--- config.mk ---
export PLATFORM = sky130hd
export DESIGN_NAME = hazard_ctrl_unit
export DESIGN_NICKNAME = d
export VERILOG_FILES = /design/src/rtl/hazard_ctrl_unit.sv
export SDC_FILE = /design/constraint.sdc
export NUM_CORES = 1
export LEC_CHECK = 0
export ABC_CLOCK_PERIOD_IN_PS = 1450
export BUFFER_PORTS_ARGS = -buffer_cell sky130_fd_sc_hd__buf_2
export CAP_MARGIN = 40
export CORE_MARGIN = 2
export CORE_UTILIZATION = 34
export CTS_BUF_LIST = sky130_fd_sc_hd__clkbuf_8 sky130_fd_sc_hd__clkbuf_16
export DETAILED_ROUTE_END_ITERATION = 7
export HOLD_SLACK_MARGIN = 0.03
export PLACE_DENSITY = 0.74
export SETUP_SLACK_MARGIN = 0.5
export SYNTH_ARGS = -nofsm -noshare
export SYNTH_HDL_FRONTEND = slang
export SYNTH_SLANG_ARGS = --single-unit
export TNS_END_PERCENT = 30
--- constraint.sdc ---
create_clock -name clk -period 1.45 [get_ports clk]
set_input_delay 0.145 -clock clk [delete_from_list [all_inputs] [get_ports clk]]
set_output_delay 0.145 -clock clk [all_outputs]
set_load 0.02 [all_outputs]
--- src/rtl/hazard_ctrl_unit.sv ---
// Hazard and stall controller for the 5-stage pipeline: load-use stall FSM, memory-wait freeze
// and taken-branch/jump flush. Define FWD_EN to enable EX-stage forwarding select.
module hazard_ctrl_unit #(
    parameter int unsigned REG_AW   = 5,
    parameter int unsigned LOAD_LAT = 1,
    parameter int unsigned CNT_W    = 3
) (
    input  logic              clk,
    input  logic              rst,
    input  logic [REG_AW-1:0] id_rs,
    input  logic [REG_AW-1:0] id_rt,
    input  logic              id_uses_rt,
    input  logic [REG_AW-1:0] ex_rs,
    input  logic [REG_AW-1:0] ex_rt,
    input  logic [REG_AW-1:0] ex_wreg,
    input  logic              ex_regwr,
    input  logic              ex_memrd,
    input  logic              ex_branch,
    input  logic              ex_zf,
    input  logic              ex_jump,
    input  logic [REG_AW-1:0] mem_wreg,
    input  logic              mem_regwr,
    input  logic              mem_req,
    input  logic              mem_ready,
    input  logic [REG_AW-1:0] wb_wreg,
    input  logic              wb_regwr,
    output logic              pc_wr,
    output logic              pc_src,
    output logic              if_id_wr,
    output logic              if_id_clr,
    output logic              id_ex_wr,
    output logic              id_ex_clr,
    output logic              ex_ma_wr,
    output logic [1:0]        fwd_a,
    output logic [1:0]        fwd_b,
    output logic              stall
);

    typedef enum logic [1:0] {StRun, StLuStall, StMwait} st_e;

    localparam logic [CNT_W-1:0] LuInit = CNT_W'(LOAD_LAT - 1);

    st_e              st_q, st_d, ret_q, ret_d, eff_st;
    logic [CNT_W-1:0] cnt_q, cnt_d;
    logic             mem_wait, taken, hazard, lu_count;
    logic [1:0]       fwd_a_sel, fwd_b_sel;

    assign mem_wait = mem_req & ~mem_ready;
    assign taken    = ex_jump | (ex_branch & ex_zf);
    // While frozen, behave as the state that was interrupted.
    assign eff_st   = (st_q == StMwait) ? ret_q : st_q;

`ifdef FWD_EN
    assign lu_count = (LOAD_LAT > 1);

    always_comb begin
        hazard = ex_memrd & ex_regwr & (ex_wreg != '0) &
                 ((ex_wreg == id_rs) | (id_uses_rt & (ex_wreg == id_rt)));
    end

    always_comb begin
        fwd_a_sel = 2'b00;
        if (mem_regwr && mem_wreg != '0 && mem_wreg == ex_rs) begin
            fwd_a_sel = 2'b10;
        end else if (wb_regwr && wb_wreg != '0 && wb_wreg == ex_rs) begin
            fwd_a_sel = 2'b01;
        end
    end

    always_comb begin
        fwd_b_sel = 2'b00;
        if (mem_regwr && mem_wreg != '0 && mem_wreg == ex_rt) begin
            fwd_b_sel = 2'b10;
        end else if (wb_regwr && wb_wreg != '0 && wb_wreg == ex_rt) begin
            fwd_b_sel = 2'b01;
        end
    end
`else
    logic rs_hit, rt_hit;
    logic unused_fwd_inputs;

    assign lu_count = 1'b0;

    // Full RAW interlock: any in-flight writer of an ID source holds the front end.
    always_comb begin
        rs_hit = (id_rs != '0) &
                 ((ex_regwr & (ex_wreg == id_rs)) | (mem_regwr & (mem_wreg == id_rs)));
        rt_hit = (id_rt != '0) &
                 ((ex_regwr & (ex_wreg == id_rt)) | (mem_regwr & (mem_wreg == id_rt)));
        hazard = rs_hit | (id_uses_rt & rt_hit);
    end

    assign fwd_a_sel = 2'b00;
    assign fwd_b_sel = 2'b00;
    assign unused_fwd_inputs = ^{ex_rs, ex_rt, wb_wreg, wb_regwr, ex_memrd};
`endif

    always_ff @(posedge clk) begin
        if (!rst) begin
            st_q  <= StRun;
            ret_q <= StRun;
            cnt_q <= '0;
        end else begin
            st_q  <= st_d;
            ret_q <= ret_d;
            cnt_q <= cnt_d;
        end
    end

    always_comb begin
        st_d  = st_q;
        ret_d = ret_q;
        cnt_d = cnt_q;
        if (mem_wait) begin
            st_d  = StMwait;
            ret_d = eff_st;
        end else if (taken) begin
            st_d  = StRun;
            cnt_d = '0;
        end else begin
            unique case (eff_st)
                StLuStall: begin
                    cnt_d = cnt_q - 1'b1;
                    st_d  = (cnt_q == 1) ? StRun : StLuStall;
                end
                default: begin
                    st_d = StRun;
                    if (hazard && lu_count) begin
                        st_d  = StLuStall;
                        cnt_d = LuInit;
                    end
                end
            endcase
        end
    end

    always_comb begin
        pc_wr     = 1'b1;
        pc_src    = 1'b0;
        if_id_wr  = 1'b1;
        if_id_clr = 1'b0;
        id_ex_wr  = 1'b1;
        id_ex_clr = 1'b0;
        ex_ma_wr  = 1'b1;
        fwd_a     = fwd_a_sel;
        fwd_b     = fwd_b_sel;
        stall     = 1'b0;
        if (!rst) begin
            pc_wr     = 1'b0;
            if_id_wr  = 1'b0;
            id_ex_wr  = 1'b0;
            ex_ma_wr  = 1'b0;
            if_id_clr = 1'b1;
            id_ex_clr = 1'b1;
            fwd_a     = 2'b00;
            fwd_b     = 2'b00;
        end else if (mem_wait) begin
            pc_wr    = 1'b0;
            if_id_wr = 1'b0;
            id_ex_wr = 1'b0;
            ex_ma_wr = 1'b0;
            stall    = 1'b1;
        end else if (taken) begin
            pc_src    = 1'b1;
            if_id_clr = 1'b1;
            id_ex_clr = 1'b1;
        end else if (eff_st == StLuStall || (eff_st == StRun && hazard)) begin
            pc_wr     = 1'b0;
            if_id_wr  = 1'b0;
            id_ex_clr = 1'b1;
            stall     = 1'b1;
        end
    end

endmodule
* After elaboration in Yosys (flattened, before gate mapping)
Index checks and enable logic that the tools add are counted.
** Cells by class
- Bitwise operators :: 17
- Mux-type cells :: 24
- Equality and inequality tests :: 7
- Add/subtract/negate cells :: 1
- Reduce and logical (&&, ||, !) cells :: 8
** Operators with widths (number)
- 5-bit == test :: 4
- 1-bit 2-to-1 mux :: 20
- 5-bit nonzero test :: 2
- 1-bit AND :: 9
- 3-bit 2-to-1 mux :: 2
- 2-bit 2-to-1 mux :: 2
- 1-bit inverter :: 4
- 1-bit bitwise OR :: 4
- 4-bit OR reduction :: 1
- 3-bit by 1-bit == test with 1-bit output, second input constant :: 1
- 3-bit by 1-bit subtractor with 3-bit output, second input constant :: 1
- 2-bit by 1-bit == test with 1-bit output, second input constant :: 1
- 2-bit == test, second input constant :: 1
- 2-bit zero test :: 1
- 2-bit AND reduction :: 1
- 2-bit nonzero test :: 1
- 1-bit logical AND :: 1
- 1-bit logical OR :: 1
** Storage, ports and cells
- Output and inout bits :: 12
- Bits of input ports :: 47
- Flip-flop bits (word level) :: 7

* Depth between registers and ports, before layout
- Depth in word-level cells :: 12
- Gate-level depth with buffers :: 6

* Least setup slack after synthesis
Ideal clock, no wire load.
- Path type :: input to output
- Start :: in id_rs[1]
- End :: out pc_wr
- Required time :: 1.305 ns
- Arrival :: 1.606 ns
- Cell stages on the path :: 6
- Setup slack :: -0.301 ns
- Cell sequence :: or4_4 > nor2_4 > nor4_1 > a311oi_2 > o31a_1 > buf_4
** Between the ends
- Longest elaborated chain between the ends :: 11
** Ends and longest elaborated chain
- start, declared :: RTL line 10 : input logic [REG_AW-1:0] id_rs,
- 5-bit == test :: RTL line 87 : ((ex_regwr & (ex_wreg == id_rs)) | (mem_regwr & (mem_wreg == id_rs)));
- 1-bit AND :: RTL line 87
- 1-bit bitwise OR :: RTL line 87
- 1-bit AND * :: RTL line 86 : rs_hit = (id_rs != '0) &
- 1-bit bitwise OR * :: RTL line 90 : hazard = rs_hit | (id_uses_rt & rt_hit);
- 1-bit logical AND * :: RTL line 167 : end else if (eff_st == StLuStall || (eff_st == StRun && hazard)) begin
- 1-bit logical OR * :: RTL line 167
- 1-bit 2-to-1 mux * (4 in a row)
- end, declared :: RTL line 27 : output logic pc_wr,
Every way passes the cells marked *; elsewhere a longest branch is shown, timed or not.

* Worst setup path after layout
- Start :: in id_rs[1]
- End :: out id_ex_clr
** Between the ends
- Longest elaborated chain between the ends :: 11
** Ends and longest elaborated chain
- 5-bit == test :: RTL line 87
- 1-bit AND :: RTL line 87
- 1-bit bitwise OR :: RTL line 87
- 1-bit AND * :: RTL line 86
- 1-bit bitwise OR * :: RTL line 90
- 1-bit logical AND * :: RTL line 167
- 1-bit logical OR * :: RTL line 167
- 1-bit 2-to-1 mux * :: RTL line 167
- 1-bit 2-to-1 mux * :: RTL line 163 : end else if (taken) begin
- 1-bit 2-to-1 mux * :: RTL line 157 : end else if (mem_wait) begin
- 1-bit 2-to-1 mux * :: RTL line 148 : if (!rst) begin
- end, declared :: RTL line 32 : output logic id_ex_clr,
Marks and branches as above.

==> impl.org <==
** Setup path
- Slowest stage cell, crit path :: sky130_fd_sc_hd__or4_4
- On the critical path the largest part of the delay comes from simple AND/OR/NAND/NOR gates.
- Cells traversed along the worst timing path :: buf_2 > or4_4 > nor2_4 > nor4_2 > a311oi_2 > buf_4 > o31ai_2 > buf_2
- In this design, the critical path's most frequently occurring cell is sky130_fd_sc_hd__buf_2.
- Sort of element at the start of the critical path :: input pin
- Logic depth of the worst setup path including buffers :: 8
- Largest fanout of any net on the critical path :: 2
- On the worst path, the slowest cell contributes a delay of about 0.54 ns.
- For the worst setup path, the data required time is 1.31 ns.
- Buf/Inv on CP :: 3
- The critical path is of the in -> out type.
- The worst setup path is captured at a primary output.
- For the worst setup path, the data arrival time is 1.62 ns.
- Cell count of the worst reg-to-reg path :: 6

** Global routing
- Entering global routing, the biggest net connects 9 pins.
- The initial antenna violation count is 0.
- Via count of the first global-routing pass :: approximately 850
- For this run the aggregate overflow at the end of global routing stands at 0.
- Global-route wire length before repair :: 3390 um
- In the global route stage, overall resource usage came out at 17.7%.

** Logic synthesis
- Sequential cells were found to cover 19.2% of the synthesized design area.
- Synthesis produced a netlist whose cell count is 96.
- Proportion of register bits with asynchronous set or reset after synthesis :: 0%
- Cell area after synthesis :: 728 um^2
- Number of enable flip-flop cells after synthesis :: 0
- Post-synthesis register bit count :: 7
- In the synthesized netlist the dominant register cell turns out to be sky130_fd_sc_hd__dfxtp_1.
- The synthesized netlist contains 32 unique library cells.
- Synthesis warning total :: 0
- Mean instance size in the synthesized netlist :: 7.59 um^2

** Die
- 59 I/O pins were placed.
- The die covers between 0.002 and 0.003 mm^2.
- Die Wd :: 50.3 um
- From bottom edge to top edge, the die measures 50.3 um.
- Row count :: 16
- Starting utilization of the core area :: 36.7%
- Core area :: 0.00198 mm^2

** Routing
- The first detailed-routing pass took 5 iterations.
- For this block, the via count after detailed routing is 877.
- Vias/cell :: about 5
- The count of nets left with antenna violations once routing finished came out at 0.
- Post-detailed-route DRC marker count :: 0
- In this run, the number of DRC markers left after iteration 0 of detailed routing was 11.
- After detailed routing, the average wire length per cell comes to 12.3 um.
- Final wirelength :: 2150 um

** Placed design
- In this run the cell area measured after placement is between 0.001 and 0.0015 mm^2.
- Final HPWL DP :: 1680 um
- At the end of routability-driven placement, the weighted congestion stood at between 0.8 and 0.9.
- PortBufs :: 37
- Placed Cells :: 170

** Power
- Power density over cell area :: 620 mW/mm^2
- Switching part of the total :: 30.3%
- The internal portion of the total power is 500 uW.
- Power dissipated by switching net loads :: ~220 uW
- The clock network accounts for a little under two fifths of the total power.
- In this run, the combinational gates consume 35.3% of the power.
- Largest vdd supply drop :: 390 uV
- Leakage power summed over all cells :: 0.000493 uW
- Sequential fraction of design power :: approximately 27%

** Layout
- Final design area excluding fillers :: 0.00116 mm^2
- Number of diodes added for antenna fixing :: 0
- In the final layout, the share of cells above drive strength 1 is between 40% and 50%.
- Most used cells in the layout excluding fill and tap cells :: sky130_fd_sc_hd__buf_2, sky130_fd_sc_hd__xnor2_1, sky130_fd_sc_hd__buf_4
- Synthesis-to-finish area growth :: 58.9%
- Total number of nets in the final design :: 198
- For this run, the number of standard cells in the final layout without fillers is 175.
- The library cell used most frequently in the layout, excluding fill and tap cells, is sky130_fd_sc_hd__buf_2.
- The layout has 174 filler cells.

** Run status
- Failing checks :: setup timing
- Outcome :: finished, violations left

** Timing
- The number of hold violations in the final report was 0.
- Finish-stage setup viols :: 4
- Setup repair after global routing could not meet its margin everywhere.
- Setup slack on the critical path of the routed design comes to -0.317 ns.
- Clk_skew :: 0.00183 ns
- Fin crit period :: 1.77 ns
- Static timing analysis puts the maximum clock frequency at 566 MHz.
- Dividing the final minimum period by the clock period gives 122%.
- The final count of pins violating max slew is 0.

** CTS
- Num Clock Sinks :: 7
- The tree is rooted in a sky130_fd_sc_hd__clkbuf_8.
- CTS H-Tree Depth :: 1
- Total CTS buffers :: 3
- Buffers inserted to repair hold after CTS numbered 0.
- Later-pin clock latency in the skew report :: 0.23 ns
- The longest clock path from root to sink contains 2 buffers.
- After clock tree synthesis, the clock-pin slew on the worst setup and hold paths is around 0.040 ns.
- TritonCTS built the clock tree.

** Min path
- Hold Crit Depth :: 2
- Hold Path Class :: in -> reg

** Run
- Across the run, the number of max-cap violations was 0.
## sequential cells by signal, indices dropped and copies added (netlist names)
| register | count |
|---|---|
| st_q | 2 |
| ret_q | 2 |
| cnt_q | 3 |
## worst paths after layout
kind / start / end / slack, ns
setup / recovery: id_rs[1] / id_ex_clr / -0.32
hold / removal: rst / cnt_q[1] / 0.24
setup reg to reg: st_q[0] / cnt_q[2] / 0.27
hold reg to reg: cnt_q[2] / st_q[0] / 0.48
## what timing repair did
item                       CTS  global route
setup buffers                1             0
setup endpoints to repair   12            12
gates resized for setup     11            15
pin swaps                    2            11
## cell type report
class	count	area [um^2]	area share, %
clock buffer	3	41.3	3.57
clock inverter	1	3.75	0.324
inverter	5	18.8	1.62
multi-input combinational	80	596	51.5
sequential	7	144	12.4
tap	27	33.8	2.92
timing repair buffer	52	320	27.7
## synth_stat cells, types with 3 or more instances
cell type	count	area, um^2
sky130_fd_sc_hd__a21oi_1	7	35.0
sky130_fd_sc_hd__inv_1	5	18.8
sky130_fd_sc_hd__nand2_1	9	33.8
sky130_fd_sc_hd__o21ai_0	3	15.0
sky130_fd_sc_hd__dfxtp_1	7	140
sky130_fd_sc_hd__nand4_1	4	25.0
sky130_fd_sc_hd__nor2_1	6	22.5
sky130_fd_sc_hd__xnor2_1	18	158
sky130_fd_sc_hd__nor2b_1	3	18.8
sky130_fd_sc_hd__buf_4	6	45.0
## power groups by stage
| stage | logic (uW) | registers, uW | clock network, uW |
|---|---|---|---|
| 2_1_floorplan | 133 | 199 | 0 |
| 3_3_place_gp | 228 | 198 | 0 |
| 3_5_place_dp | 234 | 198 | 0 |
| 4_1_cts | 247 | 195 | 269 |
| 5_1_grt | 274 | 196 | 290 |
| 6_report | 253 | 196 | 268 |
## routing by layer
layer | GRT usage (%) | vias up | part of all wire [%]
li1 | - | 431 | -
met1 | 17.8 | 394 | 36
met2 | 33.6 | 46 | 54
met3 | 5.06 | 6 | 8.7
met4 | 6.94 | 0 | 1.4
met5 | 0 | - | 0
## cell families after synthesis
kind of cell               Yosys count  synth area share [%]
AOI/OAI and AO/OA                   24                  22.0
xor gates and xnor gates            20                  24.1
adders and majority gates            2                  3.44
buffers and inverters               12                  9.28
DFF                                  7                  19.2
other                                1                 0.515
and+or+nand+nor                     30                  21.5
## stage by stage
| stage | util [%] | worst slack (ns) | TNS, ns | power (uW) | hold WS, ns |
|---|---|---|---|---|---|
| 2_1_floorplan | - | -0.291 | -0.489 | 332 | 0.267 |
| 3_3_place_gp | 51.5 | -0.354 | -1.25 | 426 | 0.434 |
| 3_5_place_dp | 51.5 | -0.371 | -1.33 | 432 | 0.448 |
| 4_1_cts | 56.0 | -0.358 | -1.30 | 711 | 0.228 |
| 5_1_grt | 58.4 | -0.402 | -1.50 | 760 | 0.243 |
| 6_report | 58.4 | -0.317 | -1.16 | 717 | 0.235 |
No activity file was read; power rests on OpenSTA's default activity.
